[src/rtl/par_to_ser_if.sv]
// Word-in / bit-out bundle for the parallel-to-serial converter.
// The slave modport is the serializer side and the master modport is the word source / bit sink.
interface par_to_ser_if #(
  parameter int WORD_SIZE = 8
);
  logic [WORD_SIZE-1:0] data_in;
  logic                 data_valid;
  logic                 data_ready;
  logic                 serial_out;
  logic                 lsb_out;
  logic                 busy;

  modport master (
    output data_in, data_valid,
    input  data_ready, serial_out, lsb_out, busy
  );

  modport slave (
    input  data_in, data_valid,
    output data_ready, serial_out, lsb_out, busy
  );
endinterface

[src/rtl/par_to_ser.sv]
// MSB-first parallel-to-serial converter with a one-word hold buffer in front of the
// shift register and an optional run of idle cycles after each word's LSB.
module par_to_ser #(
  parameter int WORD_SIZE  = 8,
  parameter int GAP_CYCLES = 2
) (
  input logic         clk,
  input logic         reset,
  par_to_ser_if.slave bus
);
  localparam int BW = $clog2(WORD_SIZE);
  localparam int GW = (GAP_CYCLES > 1) ? $clog2(GAP_CYCLES) : 1;
  localparam logic [BW-1:0] BIT_LAST = BW'(WORD_SIZE - 1);
  localparam logic [GW-1:0] GAP_LAST = GW'((GAP_CYCLES > 0) ? GAP_CYCLES - 1 : 0);

  typedef enum logic [1:0] {IDLE, SHIFT, GAP} state_t;

  state_t               state, state_n;
  logic [WORD_SIZE-1:0] hold_reg, hold_reg_n;
  logic [WORD_SIZE-1:0] shift_reg, shift_reg_n;
  logic                 hold_full, hold_full_n;
  logic [BW-1:0]        bit_cnt, bit_cnt_n;
  logic [GW-1:0]        gap_cnt, gap_cnt_n;
  logic                 serial_q, serial_n;
  logic                 lsb_q, lsb_n;
  logic                 accept;
  logic                 load;

  assign bus.data_ready = ~hold_full;
  assign bus.busy       = (state != IDLE) | hold_full;
  assign bus.serial_out = serial_q;
  assign bus.lsb_out    = lsb_q;
  assign accept         = bus.data_valid & ~hold_full;

  // Next-state logic; serial_n/lsb_n are the values shown during the next cycle.
  always_comb begin
    state_n     = state;
    bit_cnt_n   = bit_cnt;
    gap_cnt_n   = gap_cnt;
    shift_reg_n = shift_reg;
    hold_reg_n  = hold_reg;
    hold_full_n = hold_full;
    serial_n    = 1'b0;
    lsb_n       = 1'b0;
    load        = 1'b0;

    unique case (state)
      IDLE: load = hold_full;
      SHIFT: begin
        if (bit_cnt == BIT_LAST) begin
          if (GAP_CYCLES > 0) begin
            state_n   = GAP;
            gap_cnt_n = '0;
          end else if (hold_full) begin
            load = 1'b1;
          end else begin
            state_n = IDLE;
          end
        end else begin
          bit_cnt_n   = bit_cnt + 1'b1;
          serial_n    = shift_reg[WORD_SIZE-1];
          shift_reg_n = shift_reg << 1;
          lsb_n       = (bit_cnt_n == BIT_LAST);
        end
      end
      GAP: begin
        if (gap_cnt == GAP_LAST) begin
          if (hold_full) load = 1'b1;
          else           state_n = IDLE;
        end else begin
          gap_cnt_n = gap_cnt + 1'b1;
        end
      end
      default: state_n = IDLE;
    endcase

    // The MSB goes out straight from the hold register; the shift register keeps the rest.
    if (load) begin
      state_n     = SHIFT;
      bit_cnt_n   = '0;
      shift_reg_n = hold_reg << 1;
      serial_n    = hold_reg[WORD_SIZE-1];
      lsb_n       = 1'b0;
      hold_full_n = 1'b0;
    end

    // accept needs an empty hold and load a full one, so they never collide.
    if (accept) begin
      hold_full_n = 1'b1;
      hold_reg_n  = bus.data_in;
    end
  end

  // State and output registers, cleared asynchronously.
  always_ff @(posedge clk or negedge reset) begin
    if (!reset) begin
      state     <= IDLE;
      hold_reg  <= '0;
      hold_full <= 1'b0;
      shift_reg <= '0;
      bit_cnt   <= '0;
      gap_cnt   <= '0;
      serial_q  <= 1'b0;
      lsb_q     <= 1'b0;
    end else begin
      state     <= state_n;
      hold_reg  <= hold_reg_n;
      hold_full <= hold_full_n;
      shift_reg <= shift_reg_n;
      bit_cnt   <= bit_cnt_n;
      gap_cnt   <= gap_cnt_n;
      serial_q  <= serial_n;
      lsb_q     <= lsb_n;
    end
  end
endmodule

[src/flat_wrapper.sv]
// flat-port wrapper written by rule: the top's interface ports become plain ports
module par_to_ser_flat 
#(
  parameter int WORD_SIZE  = 8,
  parameter int GAP_CYCLES = 2
)
  (clk, reset, bus_data_in, bus_data_valid, bus_data_ready, bus_serial_out, bus_lsb_out, bus_busy);
  par_to_ser_if #(.WORD_SIZE(WORD_SIZE)) bus_i ();
  input logic clk;
  input logic reset;
  input wire logic [$bits(bus_i.data_in)-1:0] bus_data_in;
  input wire logic [$bits(bus_i.data_valid)-1:0] bus_data_valid;
  output wire logic [$bits(bus_i.data_ready)-1:0] bus_data_ready;
  output wire logic [$bits(bus_i.serial_out)-1:0] bus_serial_out;
  output wire logic [$bits(bus_i.lsb_out)-1:0] bus_lsb_out;
  output wire logic [$bits(bus_i.busy)-1:0] bus_busy;
  assign bus_i.data_in = bus_data_in;
  assign bus_i.data_valid = bus_data_valid;
  assign bus_data_ready = bus_i.data_ready;
  assign bus_serial_out = bus_i.serial_out;
  assign bus_lsb_out = bus_i.lsb_out;
  assign bus_busy = bus_i.busy;
  par_to_ser #(.WORD_SIZE(WORD_SIZE), .GAP_CYCLES(GAP_CYCLES)) u_core (.clk(clk), .reset(reset), .bus(bus_i));
endmodule
[config.mk]
export PLATFORM = sky130hd
export DESIGN_NAME = par_to_ser_flat
export DESIGN_NICKNAME = d
export VERILOG_FILES = /design/src/rtl/par_to_ser_if.sv /design/src/rtl/par_to_ser.sv /design/src/flat_wrapper.sv
export SDC_FILE = /design/constraint.sdc
export NUM_CORES = 1
export LEC_CHECK = 0
export CORE_ASPECT_RATIO = 1.5
export CORE_MARGIN = 10
export CORE_UTILIZATION = 44
export DETAILED_ROUTE_END_ITERATION = 7
export HOLD_SLACK_MARGIN = 0.05
export PLACE_DENSITY = 0.67
export SETUP_SLACK_MARGIN = 0.3
export SYNTH_ARGS = -nofsm -noshare
export SYNTH_HDL_FRONTEND = slang
export SYNTH_SLANG_ARGS = --single-unit
export TNS_END_PERCENT = 5
[constraint.sdc]
create_clock -name clk -period 4.9 [get_ports clk]
set_input_delay 0.98 -clock clk [delete_from_list [all_inputs] [get_ports clk]]
set_output_delay 0.98 -clock clk [all_outputs]
set_load 0.02 [all_outputs]
== Word level (Yosys, flattened, before mapping) ==
Index checks and enable logic that the tools add are counted.

* Flip-flop bits (word level): 25
* Bits of input ports: 11
* Output and inout bits: 4
* Logic and storage cells: 56

* Add/subtract/negate cells: 2
* Equal/unequal tests: 10
* Multiplexer cells: 25
* Bitwise operators: 3
* Reductions and logical operators: 8

{| class="wikitable"
|+ Operator list
! kind !! count
|-
| $mux 8 || 3
|-
| $mux 1 || 12
|-
| $mux 3 || 3
|-
| $mux 2 || 4
|-
| $reduce_bool 2->1 || 4
|-
| $eq 3x3->1 const B || 2
|-
| $ne 2x1->1 const B || 3
|-
| $ne 3x1->1 const B || 2
|-
| $pmux 2 s3 || 1
|-
| $pmux 1 s2 || 2
|-
| $reduce_and 2->1 || 2
|-
| $reduce_and 4->1 || 1
|-
| $add 3x1->3 const B || 1
|-
| $ne 3x3->1 const B || 1
|-
| $eq 2x1->1 const B || 1
|-
| $eq 2x2->1 const B || 1
|-
| $logic_not 2->1 || 1
|-
| $add 1x1->1 const B || 1
|-
| $and 1x1->1 || 1
|-
| $not 1->1 || 1
|-
| $or 1x1->1 || 1
|}

== Longest topological paths before layout ==
Gate-level depths: netlist (run 1).

* Word-level depth: 5
* Depth in mapped cells: 6
* Depth with buffers taken out: 5

== Least setup slack after synthesis (run 1) ==
Ideal clock, no wire load.

* Path kind: register to output
* Start point: reg u_core.state[1]
* End point: out bus_busy
* Arrival: 938 ps
* Data required time: 3920 ps
* Slack: 2982 ps
* Stages on the path, launching flop included: 2
* Cells stage by stage: dfrtp_1 or3_2

* Word-level cells in the longest chain between the ends: 2

{| class="wikitable"
|+ RTL lines
! element !! line !! RTL
|-
| start: declaration || par_to_ser.sv:18 || <nowiki>state_t state, state_n;</nowiki>
|-
| start signal: assignment || par_to_ser.sv:106 || <nowiki>state <= state_n;</nowiki>
|-
| $reduce_bool 2->1 || par_to_ser.sv:30 || <nowiki>assign bus.busy = (state != IDLE) | hold_full;</nowiki>
|-
| $or 1x1->1 || par_to_ser.sv:30 ||
|-
| end: declaration || flat_wrapper.sv:16 || <nowiki>output wire logic [$bits(bus_i.busy)-1:0] bus_busy;</nowiki>
|}

Every way passes these cells.

== Final worst setup path (run 1) ==
Same ends and word-level chain as after synthesis.

==> impl_metrics.toml, run 1 <==
[die]
initial_core_util_pct = 46.0
coreArea_um2 = 2210
die-area_um2 = 4670
die_y_um = 78.8
io_pins = 15
row_count = 21
die_w_um = 59.2

[cells_and_area]
largest_reg_flops = 8
diodes = 0
final_cell_mix = "dfrtp_1, clkdlybuf4s50_1, mux2_2"
finish.net_count = 105
fin_area_um2 = 1190
final_common_cell = "dfrtp_1"
drive_gt1_share_pct = 22.2
area_growth_pct = 17.8

[min_path]
holdPathStages = 1
hp-class = "flop to flop"
hold_path_end = "u_core.shift_reg[1]$_DFFE_PN0P_"
min_from = "u_core.shift_reg[1]$_DFFE_PN0P_"

[detailed_routing]
wire_per_inst_um = 14.6
wl_um = 1660
via_per_inst = 5.50
drtAntennaViolNets = 0
drcViolationCount = 0
dr_total_vias = 621
drtPass1Iterations = 4
drt_iter0_drc = 10

[synth]
synth-seq-cells = 24
synth_nets = 90
yosysWarnings = 0
synth.avg_cell_area_um2 = 13.4
ys_seq_area_share_pct = 59.2
syn-cell-area_um2 = 1010
yosysUniqueCellTypes = 21
syn_inst = 76

[placed_design]
place_congestion = 0.789
io_buffers = 14
place_area_um2 = 1160
dp_hpwl_um = 1240

[cts]
root_buffer = "clkbuf_4"
htreeDepth = 1
clock_latency_ns = 0.31
cts_tree = "built"
cts-resized-gates = 0
ctsHoldBuffers = 0
clock_path_buffers = 2
clock_sinks = 24
post-cts-setup-buffers = 0
numCtsBuffers = 3
clk_pin_slew_ns = 0.12

[worst_setup_path]
crit_type = "flop to output port"
cp_slowest_cell = "clkdlybuf4s50_1"
endpoint_kind = "output port"
cp-start-kind = "flop"
r2r-end = "u_core.shift_reg[4]$_DFFE_PN0P_"
r2r_cells = 5
crit_arrival_ns = 1.79
r2r-start = "u_core.bit_cnt[0]$_DFFE_PN0P_"
crit_start = "u_core.state[1]$_DFFE_PN0P_"
cpPeakStageDelay_ns = 0.55
cp.required_ns = 3.92
crit_fanout = 6
rrSetupSlack_ns = 2.70
path_cells = "or3_2 > clkdlybuf4s50_1"

[power]
power_density_nw_per_um2 = 626
p_leak_nw = 0.540
ir_drop_mv = 0.272

[sta]
min_period_over_period_pct = 56.6
fmax_ghz = 0.361
setup_viol = 0
min_period_ns = 2.77
slew_headroom_pct = 32.3
fin_skew_ns = 0.00210
fin_setup_tns_ns = 0
slew_viol_final = 0
whs_ns = 0.512
rsz0062_at_grt = "no"
report.final.hold_viol_count = 0
worstMarginPinSlew_ns = 1.01

[global_routing]
first_global_vias = 658
grt_pass1_wl_um = 2950
grt_overflow = 0
antenna_found_initial = 0
grt_max_degree = 25
gr-usage-all-layers_pct = 8.03

[status]
status = "finished clean"

[flow_run]
cap_violations = 0
==> power by group <==
group	internal, mW	switching (mW)	total (mW)	leakage (nW)
Clock	0.0455	0.0571	0.103	0.0210
Sequential	0.291	0.0558	0.346	0.295
Combinational	0.166	0.133	0.299	0.225
Total	0.502	0.246	0.748	0.540
==> critical path: cells and delay by family, from the launching register on <==
kind | cells | cell delay [ns]
buffers and inverters | 1 | 0.55
DFF | 1 | 0.46
and+or+nand+nor | 1 | 0.46
==> area by class of cell <==
cell class,instances,area (um^2)
clock buffer,4,36.3
fill,205,1010
inverter,6,22.5
multi-input combinational,42,367
sequential,24,601
tap,23,28.8
timing repair buffer,14,140
==> worst max path at each step <==
stage | to | slack, ns | cells after the start
floorplan | bus_busy | 2.98 | 1
global placement | u_core.hold_reg[5]$_DFFE_PN0P_ | 2.39 | 3
finish | bus_busy | 2.13 | 2
detailed placement | u_core.hold_reg[4]$_DFFE_PN0P_ | 2.36 | 3
CTS | bus_busy | 2.10 | 2
global route | bus_busy | 2.04 | 2
==> Yosys cell counts <==
cell type | number | area (um^2)
dfrtp_1 | 24 | 601
mux2_2 | 9 | 101
a221o_1 | 6 | 60.1
and2_1 | 6 | 37.5
inv_1 | 6 | 22.5
ha_1 | 3 | 37.5
nor2_1 | 3 | 11.3
a22o_1 | 2 | 17.5
a22o_2 | 2 | 20.0
buf_2 | 2 | 10.0
o21ai_0 | 2 | 10.0
or3_2 | 2 | 15.0
a21oi_1 | 1 | 5.00
a31oi_1 | 1 | 6.26
and3_1 | 1 | 6.26
and3_4 | 1 | 11.3
buf_6 | 1 | 11.3
clkbuf_1 | 1 | 3.75
nand2b_2 | 1 | 8.76
nor2b_1 | 1 | 6.26
nor3b_2 | 1 | 12.5
==> metal layers <==
layer / vias to the layer above / global-route usage [%] / share of wire [%]
met2: 17 / 12.0 / 49
met4: 0 / 6.22 / 3.5
met5: - / 0 / 0
li1: 295 / - / -
met1: 304 / 9.37 / 42
met3: 5 / 2.07 / 5.3
==> metrics by stage <==
stage | setup slack (ns) | util [%] | instances | power (mW)
floorplan | 2.98 | - | 76 | 0.580
global placement | 2.39 | 52.5 | 109 | 0.642
detailed placement | 2.36 | 52.5 | 109 | 0.655
CTS | 2.10 | 54.1 | 113 | 0.759
global route | 2.04 | 54.1 | 113 | 0.817
finish | 2.13 | 54.1 | 113 | 0.748
==> cells by family after synthesis <==
group                    count (synthesis)  share of synthesized area, %
AND/OR/NAND/NOR                         16                          10.7
multiplexers                             9                          9.99
AO/OA/AOI/OAI                           14                          11.7
buffers and inverters                   10                          4.69
flip-flops                              24                          59.2
adder cells (fa/ha/maj)                  3                          3.70
Note: power is estimated with default switching activity, not from simulation.
==> run 2: changes to the inputs <==
==> constraint.sdc (replaced) <==
create_clock -name clk -period 2.8 [get_ports clk]
set_input_delay 0.56 -clock clk [delete_from_list [all_inputs] [get_ports clk]]
set_output_delay 0.56 -clock clk [all_outputs]
set_load 0.02 [all_outputs]
==> run 2 against run 1 <==
Net effect:
- register-to-register slack worse by 1.9 ns
- combinational power is 81% higher
- highest routed layer unchanged
- critical endpoint unchanged
- first-iteration DRC count is 30% higher
- final cell count is 1.8% higher
- clock skew hardly changed
- largest cell class unchanged
- critical path depth stayed put
- non-clock buffer count is 2 higher
==> impl_metrics.toml, run 2 (synthesis results as in run 1) <==
[placed_design]
io_buffers = 14
place_congestion = 0.760

[cts]
root_buffer = "clkbuf_4"
clock_sinks = 24
cts-resized-gates = 0
ctsHoldBuffers = 0
htreeDepth = 1
clock_latency_ns = 0.30
clock_path_buffers = 2
numCtsBuffers = 3
clk_pin_slew_ns = 0.13
post-cts-setup-buffers = 0
cts_tree = "built"

[power]
seqPwrFrac_pct = 45.9
p_sw_share_pct = 32.9
p_leak_nw = 0.550
switchingPower_mw = 0.437
power_density_nw_per_um2 = 1100
post-layout-total-power_mw = 1.33
p_int_mw = 0.892
power_frac_comb_pct = 40.7
clockPowerShare_pct = 13.3
ir_drop_mv = 0.524

[worst_setup_path]
cp.required_ns = 2.24
cpPeakStageDelay_ns = 0.55
crit_type = "flop to output port"
cp-start-kind = "flop"
path_cells = "or3_2 > clkdlybuf4s50_1"
crit_arrival_ns = 1.78
crit_fanout = 6
endpoint_kind = "output port"
cp_slowest_cell = "clkdlybuf4s50_1"

[sta]
fin_skew_ns = 0.00183
report.final.hold_viol_count = 0
fin_setup_tns_ns = 0
worstMarginPinSlew_ns = 0.922
slew_viol_final = 0
slew_headroom_pct = 38.2
fmax_ghz = 0.427
setup_viol = 0
min_period_ns = 2.34
rsz0062_at_grt = "no"
min_period_over_period_pct = 83.6

[global_routing]
grt_max_degree = 25
grt_pass1_wl_um = 2970
grt_overflow = 0
first_global_vias = 664
met3_usage_pct = 1.75
gr-usage-all-layers_pct = 7.74
antenna_found_initial = 0
gr-max-usage-layer = "met2"
met1_usage_pct = 9.91
use_met2_pct = 12.2

[die]
die-area_um2 = 4670
coreArea_um2 = 2210
initial_core_util_pct = 46.0
io_pins = 15
row_count = 21
die_y_um = 78.8
die_w_um = 59.2

[detailed_routing]
dr_total_vias = 633
via_per_inst = 5.50
drtAntennaViolNets = 0
drt_iter0_drc = 13
drtPass1Iterations = 4
wire_per_inst_um = 14.9
wl_um = 1710
drcViolationCount = 0

[status]
status = "finished clean"

[cells_and_area]
largest_reg_flops = 8
seq_area_um2 = 601
diodes = 0
drive_gt1_share_pct = 23.9
final_cell_mix = "dfrtp_1, clkdlybuf4s50_1, mux2_2"
final.fill_count = 204
area_growth_pct = 19.2
finish.net_count = 107
multi_input_area_um2 = 367
final_common_cell = "dfrtp_1"

[flow_run]
cap_violations = 0

[min_path]
hp-class = "flop to flop"
-- run 2: cell count changes in the layout (fill, tap and decap cells not counted), sizes merged --
cell	before	now
buf	0	2
-- run 2: worst paths after layout --
| check | from | end | slack, ns | depth (start not counted) |
|---|---|---|---|---|
| hold reg to reg | u_core.shift_reg[1]$_DFFE_PN0P_ | u_core.shift_reg[1]$_DFFE_PN0P_ | 0.51 | 1 |
| min in group asynchronous | reset | u_core.hold_reg[4]$_DFFE_PN0P_ | 0.59 | 2 |
| max in group asynchronous | reset | u_core.shift_reg[3]$_DFFE_PN0P_ | 1.98 | 2 |
| setup reg to reg | u_core.bit_cnt[0]$_DFFE_PN0P_ | u_core.bit_cnt[0]$_DFFE_PN0P_ | 0.80 | 6 |
| hold / removal | u_core.shift_reg[1]$_DFFE_PN0P_ | u_core.shift_reg[1]$_DFFE_PN0P_ | 0.51 | 1 |
| setup / recovery | u_core.state[1]$_DFFE_PN0P_ | bus_busy | 0.46 | 2 |
-- run 2: metrics by stage --
step | utilization (%) | instances | setup slack [ns] | cell area (um^2) | hold slack, ns
after global placement | 53.2 | 111 | 0.714 | 1170 | 0.477
after global routing | 54.8 | 115 | 0.392 | 1210 | 0.539
after detailed placement | 53.2 | 111 | 0.656 | 1170 | 0.485
final | 54.8 | 115 | 0.460 | 1210 | 0.512
after CTS | 54.8 | 115 | 0.444 | 1210 | 0.516
after floorplan | - | 76 | 1.19 | 1010 | 0.264
-- run 2: layout make-up --
| type | instances | share of cell area, % |
|---|---|---|
| inverters | 6 | 1.86 |
| flip-flops and latches | 24 | 49.6 |
| repair buffers | 16 | 12.8 |
| multi-input cells | 42 | 30.3 |
| well taps | 23 | 2.38 |
| clock buffers | 4 | 3.00 |
-- run 2: power groups by stage --
stage / registers (mW) / clock network (mW) / logic (mW)
final: 0.610 / 0.177 / 0.541
after global routing: 0.633 / 0.195 / 0.614
after CTS: 0.609 / 0.185 / 0.555
after detailed placement: 0.617 / 0 / 0.549
after global placement: 0.611 / 0 / 0.527
after floorplan: 0.599 / 0 / 0.416
-- run 2: metal layers --
metal | part of all wire [%] | vias up | wire [um]
li1 | - | 299 | -
met1 | 45 | 320 | 777
met2 | 49 | 12 | 847
met3 | 4.0 | 2 | 68
met4 | 1.1 | 0 | 19
met5 | 0 | - | 0
-- run 2: critical path: cells and delay by family, from the launching register on --
family | cells | cell delay, ns
simple gates | 1 | 0.46
buf+inv | 1 | 0.55
flops | 1 | 0.47
==> run 3: changes to the inputs <==
==> constraint.sdc (replaced) <==
create_clock -name clk -period 2.26 [get_ports clk]
set_input_delay 0.452 -clock clk [delete_from_list [all_inputs] [get_ports clk]]
set_output_delay 0.452 -clock clk [all_outputs]
set_load 0.02 [all_outputs]
==> run 3 against run 2 <==
Net effect:
- clock skew increased by 0.0055 ns
- non-clock buffer count increased by 5
- critical path depth unchanged
- clock-buffer cell count decreased by 1
- cell area increased by 4.5%
- sequential power increased by 21%
- die area unchanged
- flip-flop and latch count unchanged
- register-to-register slack got worse by 0.25 ns
- highest routed layer unchanged
==> impl_metrics.toml, run 3 (synthesis results as in run 1) <==
[cells_and_area]
final_common_cell = "dfrtp_1"
largest_reg_flops = 8
area_growth_pct = 24.7
diodes = 0
fin_cells = 120
finish.net_count = 112
final.fill_count = 204
drive_gt1_share_pct = 28.9
final_cell_mix = "dfrtp_1, clkdlybuf4s50_1, mux2_2, buf_4"

[worst_setup_path]
cp_slowest_cell = "dfrtp_1"
path_cells = "or3_2 > clkdlybuf4s15_2"
crit_fanout = 6
cp-start-kind = "flop"
endpoint_kind = "output port"
crit_arrival_ns = 1.43
crit_type = "flop to output port"
cpPeakStageDelay_ns = 0.45
cp.required_ns = 1.81

[die]
row_count = 21
initial_core_util_pct = 46.0
coreArea_um2 = 2210
die_w_um = 59.2
die_y_um = 78.8
die-area_um2 = 4670
io_pins = 15

[min_path]
hp-class = "input pin to async pin"

[cts]
htreeDepth = 1
clock_path_buffers = 2
clk_pin_slew_ns = 0.13
clock_sinks = 24
clock_latency_ns = 0.30
numCtsBuffers = 3
cts_tree = "built"
root_buffer = "clkbuf_4"

[global_routing]
antenna_found_initial = 0
grt_pass1_wl_um = 3260
first_global_vias = 684
grt_overflow = 0
gr-usage-all-layers_pct = 8.74
grt_max_degree = 25

[sta]
min_period_ns = 1.88
setup_viol = 0
worstMarginPinSlew_ns = 0.303
rsz0062_at_grt = "no"
fin_setup_tns_ns = 0
min_period_over_period_pct = 83.2
report.final.hold_viol_count = 0
fin_skew_ns = 0.00730
fmax_ghz = 0.532
slew_viol_final = 0
slew_headroom_pct = 79.8

[placed_design]
dp_hpwl_um = 1340
io_buffers = 14
place_inst = 114
place_congestion = 0.755

[status]
status = "finished clean"

[detailed_routing]
via_per_inst = 5.27
dr_total_vias = 632
wire_per_inst_um = 14.9
drtPass1Iterations = 3
drt_iter0_drc = 7
wl_um = 1780
drtAntennaViolNets = 0
drcViolationCount = 0

[power]
clockPowerShare_pct = 16.9
post-layout-total-power_mw = 1.78
seqPwrFrac_pct = 41.6
ir_drop_mv = 0.670
switchingPower_mw = 0.553
power_frac_comb_pct = 41.4
p_sw_share_pct = 31.1
p_leak_nw = 0.583
p_int_mw = 1.23
power_density_nw_per_um2 = 1410

[flow_run]
cap_violations = 0
[run 3: changes by cell type in the layout (fill, tap and decap cells not counted)]
| cell | previous run | this run |
|---|---|---|
| bufinv_16 | 0 | 1 |
| clkbuf_8 | 1 | 0 |
| clkdlybuf4s50_1 | 14 | 13 |
| clkdlybuf4s15_2 | 0 | 1 |
| buf_4 | 2 | 7 |
[run 3: power groups by stage]
stage | registers [mW] | logic [mW] | clock network [mW]
2_1_floorplan | 0.742 | 0.516 | 0
3_3_place_gp | 0.752 | 0.693 | 0
3_5_place_dp | 0.761 | 0.719 | 0
4_1_cts | 0.747 | 0.733 | 0.309
5_1_grt | 0.770 | 0.829 | 0.329
6_report | 0.741 | 0.737 | 0.301
[run 3: area by class of cell]
| class | instances | area (um^2) | share of cell area (%) |
|---|---|---|---|
| clock inverters | 1 | 30.0 | 2.37 |
| inverters | 6 | 22.5 | 1.78 |
| repair buffers | 21 | 194 | 15.3 |
| well taps | 23 | 28.8 | 2.27 |
| flip-flops and latches | 24 | 601 | 47.5 |
| multi-input cells | 42 | 367 | 29.0 |
| clock buffers | 3 | 22.5 | 1.78 |
[run 3: critical path, delay by kind of cell (launching register included)]
kind                   cells  cell delay, ns
DFF                        1            0.45
and+or+nand+nor            1            0.42
buffers and inverters      1            0.26
[run 3: routing by layer]
metal / GRT usage [%] / vias to the layer above / wire (um)
met5: 0 / - / 0
met2: 12.9 / 10 / 878
met4: 3.46 / 0 / 18
li1: - / 307 / -
met3: 2.71 / 2 / 63
met1: 11.4 / 313 / 824
[run 3: final timing paths]
path                                                  from                         endpoint  slack (ns)  cells past startpoint
setup / recovery              u_core.hold_full$_DFFE_PN0P_                         bus_busy        0.38                      2
setup reg to reg             u_core.bit_cnt[0]$_DFFE_PN0P_  u_core.shift_reg[6]$_DFFE_PN0P_        0.55                      6
hold reg to reg            u_core.shift_reg[4]$_DFFE_PN0P_  u_core.shift_reg[4]$_DFFE_PN0P_        0.52                      1
max in group asynchronous                            reset   u_core.hold_reg[1]$_DFFE_PN0P_        1.54                      2
hold / removal                                       reset   u_core.hold_reg[6]$_DFFE_PN0P_        0.48                      2
min in group clk           u_core.shift_reg[4]$_DFFE_PN0P_  u_core.shift_reg[4]$_DFFE_PN0P_        0.52                      1
[run 3: metrics by stage]
step / worst slack, ns / cell area (um^2) / hold slack, ns / utilization (%)
2_1_floorplan: 0.655 / 1010 / 0.156 / -
3_3_place_gp: 0.400 / 1200 / 0.482 / 54.2
3_5_place_dp: 0.381 / 1200 / 0.488 / 54.2
4_1_cts: 0.324 / 1260 / 0.481 / 57.0
5_1_grt: 0.302 / 1260 / 0.477 / 57.3
6_report: 0.381 / 1260 / 0.480 / 57.3
[run 3: timing repair]
| action | 4_1_cts | 5_1_grt |
|---|---|---|
| hold buffers | 0 | 0 |
| gates resized for setup | 3 | 0 |
| buffers inserted | 1 | 1 |
| pin swaps | 0 | 0 |
| endpoints found under the setup margin | 1 | 1 |
